**src/rtl/adex_pkg.sv**
```systemverilog
// rtl/adex_pkg.sv - shared types and constants for the AdEx config sequencer
`timescale 1ns/1ps
package adex_pkg;

  localparam int N_PARAMS = 8;
  localparam int PW       = 16;
  localparam int AW       = $clog2(N_PARAMS);

  localparam logic [3:0] CFG_MAGIC = 4'hA;

  typedef enum logic [1:0] {
    IDLE = 2'd0,
    HI   = 2'd1,
    LO   = 2'd2,
    WR   = 2'd3
  } state_t;

  // A header byte carries the magic nibble and a clear reserved bit
  function automatic logic is_header(input logic [7:0] b);
    return (b[7:4] == CFG_MAGIC) && !b[3];
  endfunction

endpackage

```
**src/rtl/adex_step_timer.sv**
```systemverilog
// rtl/adex_step_timer.sv - integration-step period counter with registered request
`timescale 1ns/1ps
module adex_step_timer (
  input  logic       clk,
  input  logic       rst_n,
  input  logic       run_en,
  input  logic [7:0] prescale,
  output logic       req
);

  logic [7:0] cnt;

  // Count 0..prescale; the terminal count becomes a request one cycle later.
  // prescale is live, so a counter left above a freshly lowered prescale
  // simply wraps to 0 without producing a request.
  always_ff @(posedge clk or negedge rst_n) begin
    if (!rst_n) begin
      cnt <= '0;
      req <= 1'b0;
    end else if (!run_en) begin
      cnt <= '0;
      req <= 1'b0;
    end else begin
      req <= (cnt == prescale);
      if (cnt >= prescale) cnt <= '0;
      else                 cnt <= cnt + 8'd1;
    end
  end

endmodule

```
**src/rtl/adex_cfg_sequencer.sv**
```systemverilog
// rtl/adex_cfg_sequencer.sv - config frame sequencer and step strobe for the AdEx core
`timescale 1ns/1ps
module adex_cfg_sequencer
  import adex_pkg::*;
#(
  parameter int TIMEOUT = 255
) (
  input  logic          clk,
  input  logic          rst_n,
  input  logic          cfg_valid,
  output logic          cfg_ready,
  input  logic [7:0]    cfg_byte,
  input  logic          run_en,
  input  logic [7:0]    prescale,
  output logic          prm_we,
  output logic [AW-1:0] prm_addr,
  output logic [PW-1:0] prm_wdata,
  output logic          step,
  output logic          busy,
  output logic          frame_err
);

  localparam int CW = $clog2(TIMEOUT + 1);
  localparam logic [CW-1:0] IDLE_LAST = CW'(TIMEOUT - 1);

  state_t        state;
  logic [CW-1:0] idle_cnt;
  logic [AW-1:0] addr_q;
  logic [7:0]    hi_q;
  logic          pending;
  logic          step_req;
  logic          hs;
  logic          timed_out;

  assign cfg_ready = (state != WR);
  assign busy      = (state != IDLE);
  assign hs        = cfg_valid && cfg_ready;
  assign timed_out = (idle_cnt == IDLE_LAST);

  // Step fires only in IDLE, while prm_we is only ever high in WR, so the two
  // strobes cannot coincide and a step never sees a half-written parameter set.
  assign step = (state == IDLE) && (step_req || pending);

  adex_step_timer u_timer (
    .clk      (clk),
    .rst_n    (rst_n),
    .run_en   (run_en),
    .prescale (prescale),
    .req      (step_req)
  );

  // Frame FSM: header -> MSB -> LSB -> one-cycle write, with inter-byte timeout
  always_ff @(posedge clk or negedge rst_n) begin
    if (!rst_n) begin
      state     <= IDLE;
      idle_cnt  <= '0;
      addr_q    <= '0;
      hi_q      <= '0;
      prm_we    <= 1'b0;
      prm_addr  <= '0;
      prm_wdata <= '0;
      frame_err <= 1'b0;
    end else begin
      case (state)
        IDLE: begin
          idle_cnt <= '0;
          if (hs) begin
            if (is_header(cfg_byte)) begin
              addr_q <= cfg_byte[AW-1:0];
              state  <= HI;
            end else begin
              frame_err <= 1'b1;
            end
          end
        end
        HI: begin
          if (hs) begin
            hi_q     <= cfg_byte;
            idle_cnt <= '0;
            state    <= LO;
          end else if (timed_out) begin
            frame_err <= 1'b1;
            idle_cnt  <= '0;
            state     <= IDLE;
          end else begin
            idle_cnt <= idle_cnt + CW'(1);
          end
        end
        LO: begin
          if (hs) begin
            prm_addr  <= addr_q;
            prm_wdata <= {hi_q, cfg_byte};
            prm_we    <= 1'b1;
            idle_cnt  <= '0;
            state     <= WR;
          end else if (timed_out) begin
            frame_err <= 1'b1;
            idle_cnt  <= '0;
            state     <= IDLE;
          end else begin
            idle_cnt <= idle_cnt + CW'(1);
          end
        end
        WR: begin
          prm_we <= 1'b0;
          state  <= IDLE;
        end
        default: begin
          prm_we <= 1'b0;
          state  <= IDLE;
        end
      endcase
    end
  end

  // Hold at most one step request that lands while a frame is in flight
  always_ff @(posedge clk or negedge rst_n) begin
    if (!rst_n) begin
      pending <= 1'b0;
    end else if (!run_en) begin
      pending <= 1'b0;
    end else if (state == IDLE) begin
      pending <= 1'b0;
    end else if (step_req) begin
      pending <= 1'b1;
    end
  end

endmodule

```
**config.mk**
```make
export PLATFORM = sky130hd
export DESIGN_NAME = adex_cfg_sequencer
export DESIGN_NICKNAME = d
export VERILOG_FILES = /design/src/rtl/adex_pkg.sv /design/src/rtl/adex_step_timer.sv /design/src/rtl/adex_cfg_sequencer.sv
export SDC_FILE = /design/constraint.sdc
export NUM_CORES = 1
export LEC_CHECK = 0
export ABC_AREA = 0
export CAP_MARGIN = 20
export CORE_MARGIN = 1.5
export CORE_UTILIZATION = 53
export DETAILED_ROUTE_END_ITERATION = 7
export PLACE_DENSITY = 0.8
export SLEW_MARGIN = 5
export SYNTH_ARGS = -nofsm -noshare
export SYNTH_HDL_FRONTEND = slang
export SYNTH_SLANG_ARGS = --single-unit
```
**constraint.sdc**
```tcl
create_clock -name clk -period 1.9 [get_ports clk]
set_clock_uncertainty 0.2 [all_clocks]
set_input_delay 0.38 -clock clk [delete_from_list [all_inputs] [get_ports clk]]
set_output_delay 0.38 -clock clk [all_outputs]
set_load 0.005 [all_outputs]
```
* After elaboration in Yosys (flattened, before gate mapping)
Cells that the tools add are included.
Cells by class: add/subtract/negate cells 2, equal/unequal tests 14, reduce and logical (&&, ||, !) cells 16, mux-type cells 22, order comparisons 1
Operators with widths (number):
- $mux 8 | 4
- $add 8x1->8 const B | 2
- $pmux 8 s2 | 1
- $ne 2x2->1 const B | 6
- $mux 2 | 5
- $mux 1 | 9
- $eq 8x8->1 | 1
- $eq 8x8->1 const B | 1
- $ge 8x8->1 | 1
- $pmux 2 s4 | 1
- $reduce_and 2->1 | 4
- $reduce_bool 2->1 | 3
- $reduce_and 5->1 | 1
- $eq 2x2->1 const B | 2
- $eq 4x4->1 const B | 1
- $pmux 1 s2 | 2
- $logic_and 1x1->1 | 3
- $ne 3x1->1 const B | 1
- $reduce_and 3->1 | 1
- $eq 2x1->1 const B | 1
- $logic_not 2->1 | 1
- $ne 2x1->1 const B | 1
- $reduce_or 2->1 | 1
- $logic_not 1->1 | 1
- $logic_or 1x1->1 | 1
Word-level totals: bits in registers 52, logic and storage cells 66, output and inout bits 24

* Depth between registers and ports, before layout
word-level depth 5, depth in mapped cells 6

* Hierarchy
Synthesis repeated with hierarchy kept, for this count alone.
Unflattened totals: cell total of the unflattened synthesis 206, area total of the unflattened synthesis 2512.4 um^2
By module, submodules not included:
- adex_cfg_sequencer | seq. area each 1076.0 um^2, times used 1, cells each 143, area each 1893.1 um^2
- adex_step_timer | seq. area each 225.2 um^2, times used 1, cells each 63, area each 619.3 um^2

* Worst setup path before layout
Ideal clock, no wire load.
path type register to register, from register state[1], to register addr_q[0], stages on the path, launching flop included 6, clock period less this slack 1.772 ns, arrival 1.448 ns, setup slack 0.128 ns, path buffers 0, cells stage by stage dfrtp_1 inv_1 ha_1 inv_1 nor3_4 mux2_2
On the way: cells in the longest elaborated chain, start to end 3, elaborated cells between the ends (all ways) 4, those cells by class 1 x eq/ne; 3 x reduce/logical
Ends and longest elaborated chain:
- start, declared | RTL line adex_cfg_sequencer.sv:26 | state_t state;
- start signal, assigned | RTL line adex_cfg_sequencer.sv:55 | state <= IDLE;
- start signal, assigned | RTL line adex_cfg_sequencer.sv:70 | state <= HI;
- start signal, assigned | RTL line adex_cfg_sequencer.sv:80 | state <= LO;
- $ne 2x2->1 | RTL line adex_cfg_sequencer.sv:35 | assign cfg_ready = (state != WR);
- $logic_and 1x1->1 | RTL line adex_cfg_sequencer.sv:37 | assign hs = cfg_valid && cfg_ready;
- $reduce_and 3->1 (no source line) (*)
- end signal, assigned | RTL line adex_cfg_sequencer.sv:69 | addr_q <= cfg_byte[AW-1:0];
- end, declared | RTL line adex_cfg_sequencer.sv:28 | logic [AW-1:0] addr_q;
Every way passes the cells marked *; elsewhere a longest branch is shown, timed or not. A chain may end at the register's enable or synchronous reset.

* Worst setup path in the final report
from register state[0], to register addr_q[2]
The elaborated chain is that of the path after synthesis.

==> results.json <==
{
  "status": "complete, but fails checks",
  "violations": "negative setup slack",
  "clk_pin_slew_ns": 0.10,
  "rrSetupSlack_ns": -0.04,
  "nFillCells": 294,
  "min_path_cells": 1,
  "r2r_start": "state[0]$_DFFE_PN0P_",
  "ys_seq_area_share_pct": 50.24,
  "pwr-share-seq_pct": 39.1,
  "fin_crit_ns": 1.942,
  "cts_tree": "yes",
  "vias_per_cell": 5.095,
  "layout_commonest_cell": "dfrtp_1",
  "ir_worst_vdd_mv": 0.7290,
  "syn_to_final_growth_pct": 41.40,
  "cts.sinks": 52,
  "initial_core_util_pct": 54.83,
  "end_kind": "flip-flop",
  "place_inst": 337,
  "fin_area_sq_mm": 0.003662,
  "track_usage_pct": 21.50,
  "hp-start": "frame_err$_DFFE_PN0P_",
  "switching_share_pct": 30.39,
  "start_kind": "flip-flop",
  "arrival_ns": 1.94,
  "syn_avg_cell_area_sq_um": 12.45,
  "slew-limit-headroom_pct": 78.82,
  "synthCells": 208,
  "leakage_nw": 1.734,
  "maxSlewViolCount": 0,
  "antenna_found_initial": 0,
  "pin_count": 44,
  "path_cells": "buf_6 > ha_4 > buf_6 > nand2b_4 > nor3_4 > mux2_4",
  "cp_max_fo": 4,
  "stdcell_count": 358,
  "cpMostUsedCell": "buf_6",
  "die_w_um": 72.91,
  "grt_overflow": 0,
  "clk_path_buf_depth": 2,
  "port_buffers": 43,
  "drcViolationCount": 0,
  "p_sw_mw": 1.288,
  "drive_above_1_share_pct": 38.14,
  "min_path_type": "reg -> reg",
  "dr.pass1.iters": 4,
  "grt_pass1_wl_um": 8756,
  "clkLatencyLatePin_ns": 0.31,
  "synth_area_sq_mm": 0.002590,
  "clockRootBuffer": "clkbuf_8",
  "grt_pass1_vias": 1899,
  "rsz0062_at_grt": "true",
  "finalCritPeriodShare_pct": 102.2,
  "rows": 25,
  "dpl_cell_area_sq_mm": 0.003262,
  "num_antenna_cells": 0,
  "dp_hpwl_um": 3512,
  "power-per-cell-area_mw_per_mm2": 1157,
  "tightest_slew_ns": 0.3177,
  "p_comb_share_pct": 45.2,
  "min_to": "frame_err$_DFFE_PN0P_",
  "crit_type": "reg -> reg",
  "ys_ff_latch": 52,
  "yosysWarnings": 0,
  "r2r_end": "addr_q[2]$_DFFE_PN0P_",
  "vias": 1824,
  "fp.dieH_um": 72.91,
  "p_clk_share_pct": 15.7,
  "h-tree-depth": 2,
  "num-nets-final": 326,
  "rr_worst_depth": 6,
  "first_iter_violations": 66,
  "ant_nets": 0,
  "cp_slowest_cell": "dfrtp_1",
  "gp_congestion": 0.7721,
  "grt_max_degree": 53,
  "p_int_mw": 2.950,
  "syn-num-nets": 244,
  "wl_per_cell_um": 15.42,
  "coreArea_sq_mm": 0.004723,
  "clock.fmax_mhz": 514.8,
  "cp.required_ns": 1.89,
  "cap_violations": 0,
  "fin_ws_ns": -0.04241,
  "setup-violations-final": 4,
  "drt-total-wl_um": 5522,
  "critical-path-max-stage-delay_ns": 0.44,
  "layout_common_cells": "dfrtp_1, clkdlybuf4s50_1, mux2_4",
  "hold_viol_final": 0,
  "setup_tns_ns": -0.1302,
  "dieArea_sq_mm": 0.005315,
  "synth.distinct_cells": 42,
  "numCtsBuffers": 5
}
==> synth_stat cells (all sizes together) <==
| cell | count | share of area [%] |
|---|---|---|
| inv | 16 | 2.3 |
| nand4 | 4 | 1.2 |
| nor2 | 24 | 3.5 |
| a2111oi | 1 | 0.58 |
| mux2 | 30 | 16 |
| xor2 | 8 | 2.7 |
| o21a | 1 | 0.29 |
| o211ai | 1 | 0.29 |
| a21oi | 3 | 0.58 |
| o2bb2ai | 1 | 0.34 |
| nand4b | 1 | 0.34 |
| nor3b | 2 | 0.77 |
| a21o | 1 | 0.29 |
| nor3 | 3 | 1.0 |
| ha | 16 | 7.7 |
| and3b | 1 | 0.34 |
| o31ai | 2 | 0.77 |
| nor2b | 2 | 0.77 |
| buf | 3 | 1.1 |
| dfrtp | 52 | 50 |
| xnor2 | 4 | 1.4 |
| nand3b | 1 | 0.29 |
| a31oi | 2 | 1.1 |
| o21ai | 4 | 0.77 |
| nand3 | 7 | 1.4 |
| o2111a | 1 | 0.43 |
| a211o | 1 | 0.34 |
| or2 | 2 | 0.58 |
| nand2 | 10 | 1.6 |
| and3 | 2 | 0.48 |
| nand2b | 2 | 0.77 |
==> sequential cells by signal, summed over array words and instances (netlist names) <==
name	cells
addr_q	3
frame_err	1
hi_q	8
idle_cnt	8
pending	1
prm_addr	3
prm_wdata	16
prm_we	1
state	2
u_timer.cnt	8
u_timer.req	1
==> how the worst max path moves through the flow <==
stage	from	end	cells past startpoint
2_1_floorplan	state[1]$_DFFE_PN0P_	addr_q[0]$_DFFE_PN0P_	5
3_3_place_gp	prescale[7]	u_timer.cnt[6]$_DFF_PN0_	6
3_5_place_dp	prescale[7]	u_timer.cnt[4]$_DFF_PN0_	6
4_1_cts	state[0]$_DFFE_PN0P_	step	5
5_1_grt	state[1]$_DFFE_PN0P_	addr_q[2]$_DFFE_PN0P_	6
6_report	state[0]$_DFFE_PN0P_	addr_q[2]$_DFFE_PN0P_	6
==> logic make-up (layout without fill, tap and decap cells) <==
logic type | count (synthesis) | after routing | synth area share, %
compound gates | 18 | 18 | 5.749
xor+xnor | 12 | 12 | 4.058
fa+ha+maj | 16 | 16 | 7.729
buf+inv | 19 | 102 | 3.381
flops | 52 | 52 | 50.24
mux | 30 | 30 | 15.80
simple gates | 61 | 61 | 13.04
==> metrics by stage <==
stage | total power, mW | util [%] | setup slack, ns | hold slack [ns]
3_5_place_dp | 3.321 | 69.06 | -0.4545 | 0.1933
4_1_cts | 4.072 | 73.27 | -0.06067 | 0.2898
3_3_place_gp | 3.252 | 69.06 | -0.3836 | 0.1901
6_report | 4.238 | 77.54 | -0.04241 | 0.2786
5_1_grt | 4.459 | 77.54 | -0.08408 | 0.3192
2_1_floorplan | 2.508 | - | 0.1276 | -0.1156
==> power groups by stage <==
stage / Clock, mW / Sequential (mW) / Combinational, mW
global route: 0.714 / 1.70 / 2.05
CTS: 0.665 / 1.65 / 1.76
detailed placement: 0 / 1.68 / 1.64
finish: 0.666 / 1.66 / 1.91
floorplan: 0 / 1.66 / 0.850
global placement: 0 / 1.66 / 1.60
==> critical path, delay by kind of cell, from the launching register on <==
kind          cells  cell delay (ns)
fa+ha+maj         1             0.15
mux               1             0.33
buf+inv           2             0.26
flops             1             0.44
simple gates      2             0.45
==> area by class of cell <==
type | count | area, sq um | share of cell area (%)
sequential | 52 | 1301 | 35.53
tap | 67 | 83.83 | 2.289
clock buffer | 6 | 82.58 | 2.255
inverter | 16 | 60.06 | 1.640
timing repair buffer | 78 | 768.2 | 20.98
multi-input combinational | 137 | 1356 | 37.03
clock inverter | 2 | 10.01 | 0.2733
==> repair_timing <==
action / in CTS / in global routing
pin swaps: 10 / 19
resized for setup: 13 / 49
setup endpoints to repair: 14 / 42
cloned: 0 / 1
setup buffers: 7 / 4
hold endpoints to repair: 52 / 0
hold buffers: 1 / 0
==> routing by layer <==
metal	GRT usage, %	vias up	share of wire (%)	wire (um)
met5	0	-	0	0
met4	6.289	0	2.0	112
met3	4.972	13	3.2	176
met2	36.90	34	50	2771
met1	27.14	902	45	2461
li1	-	875	-	-
No activity file was read; power rests on OpenSTA's default activity.
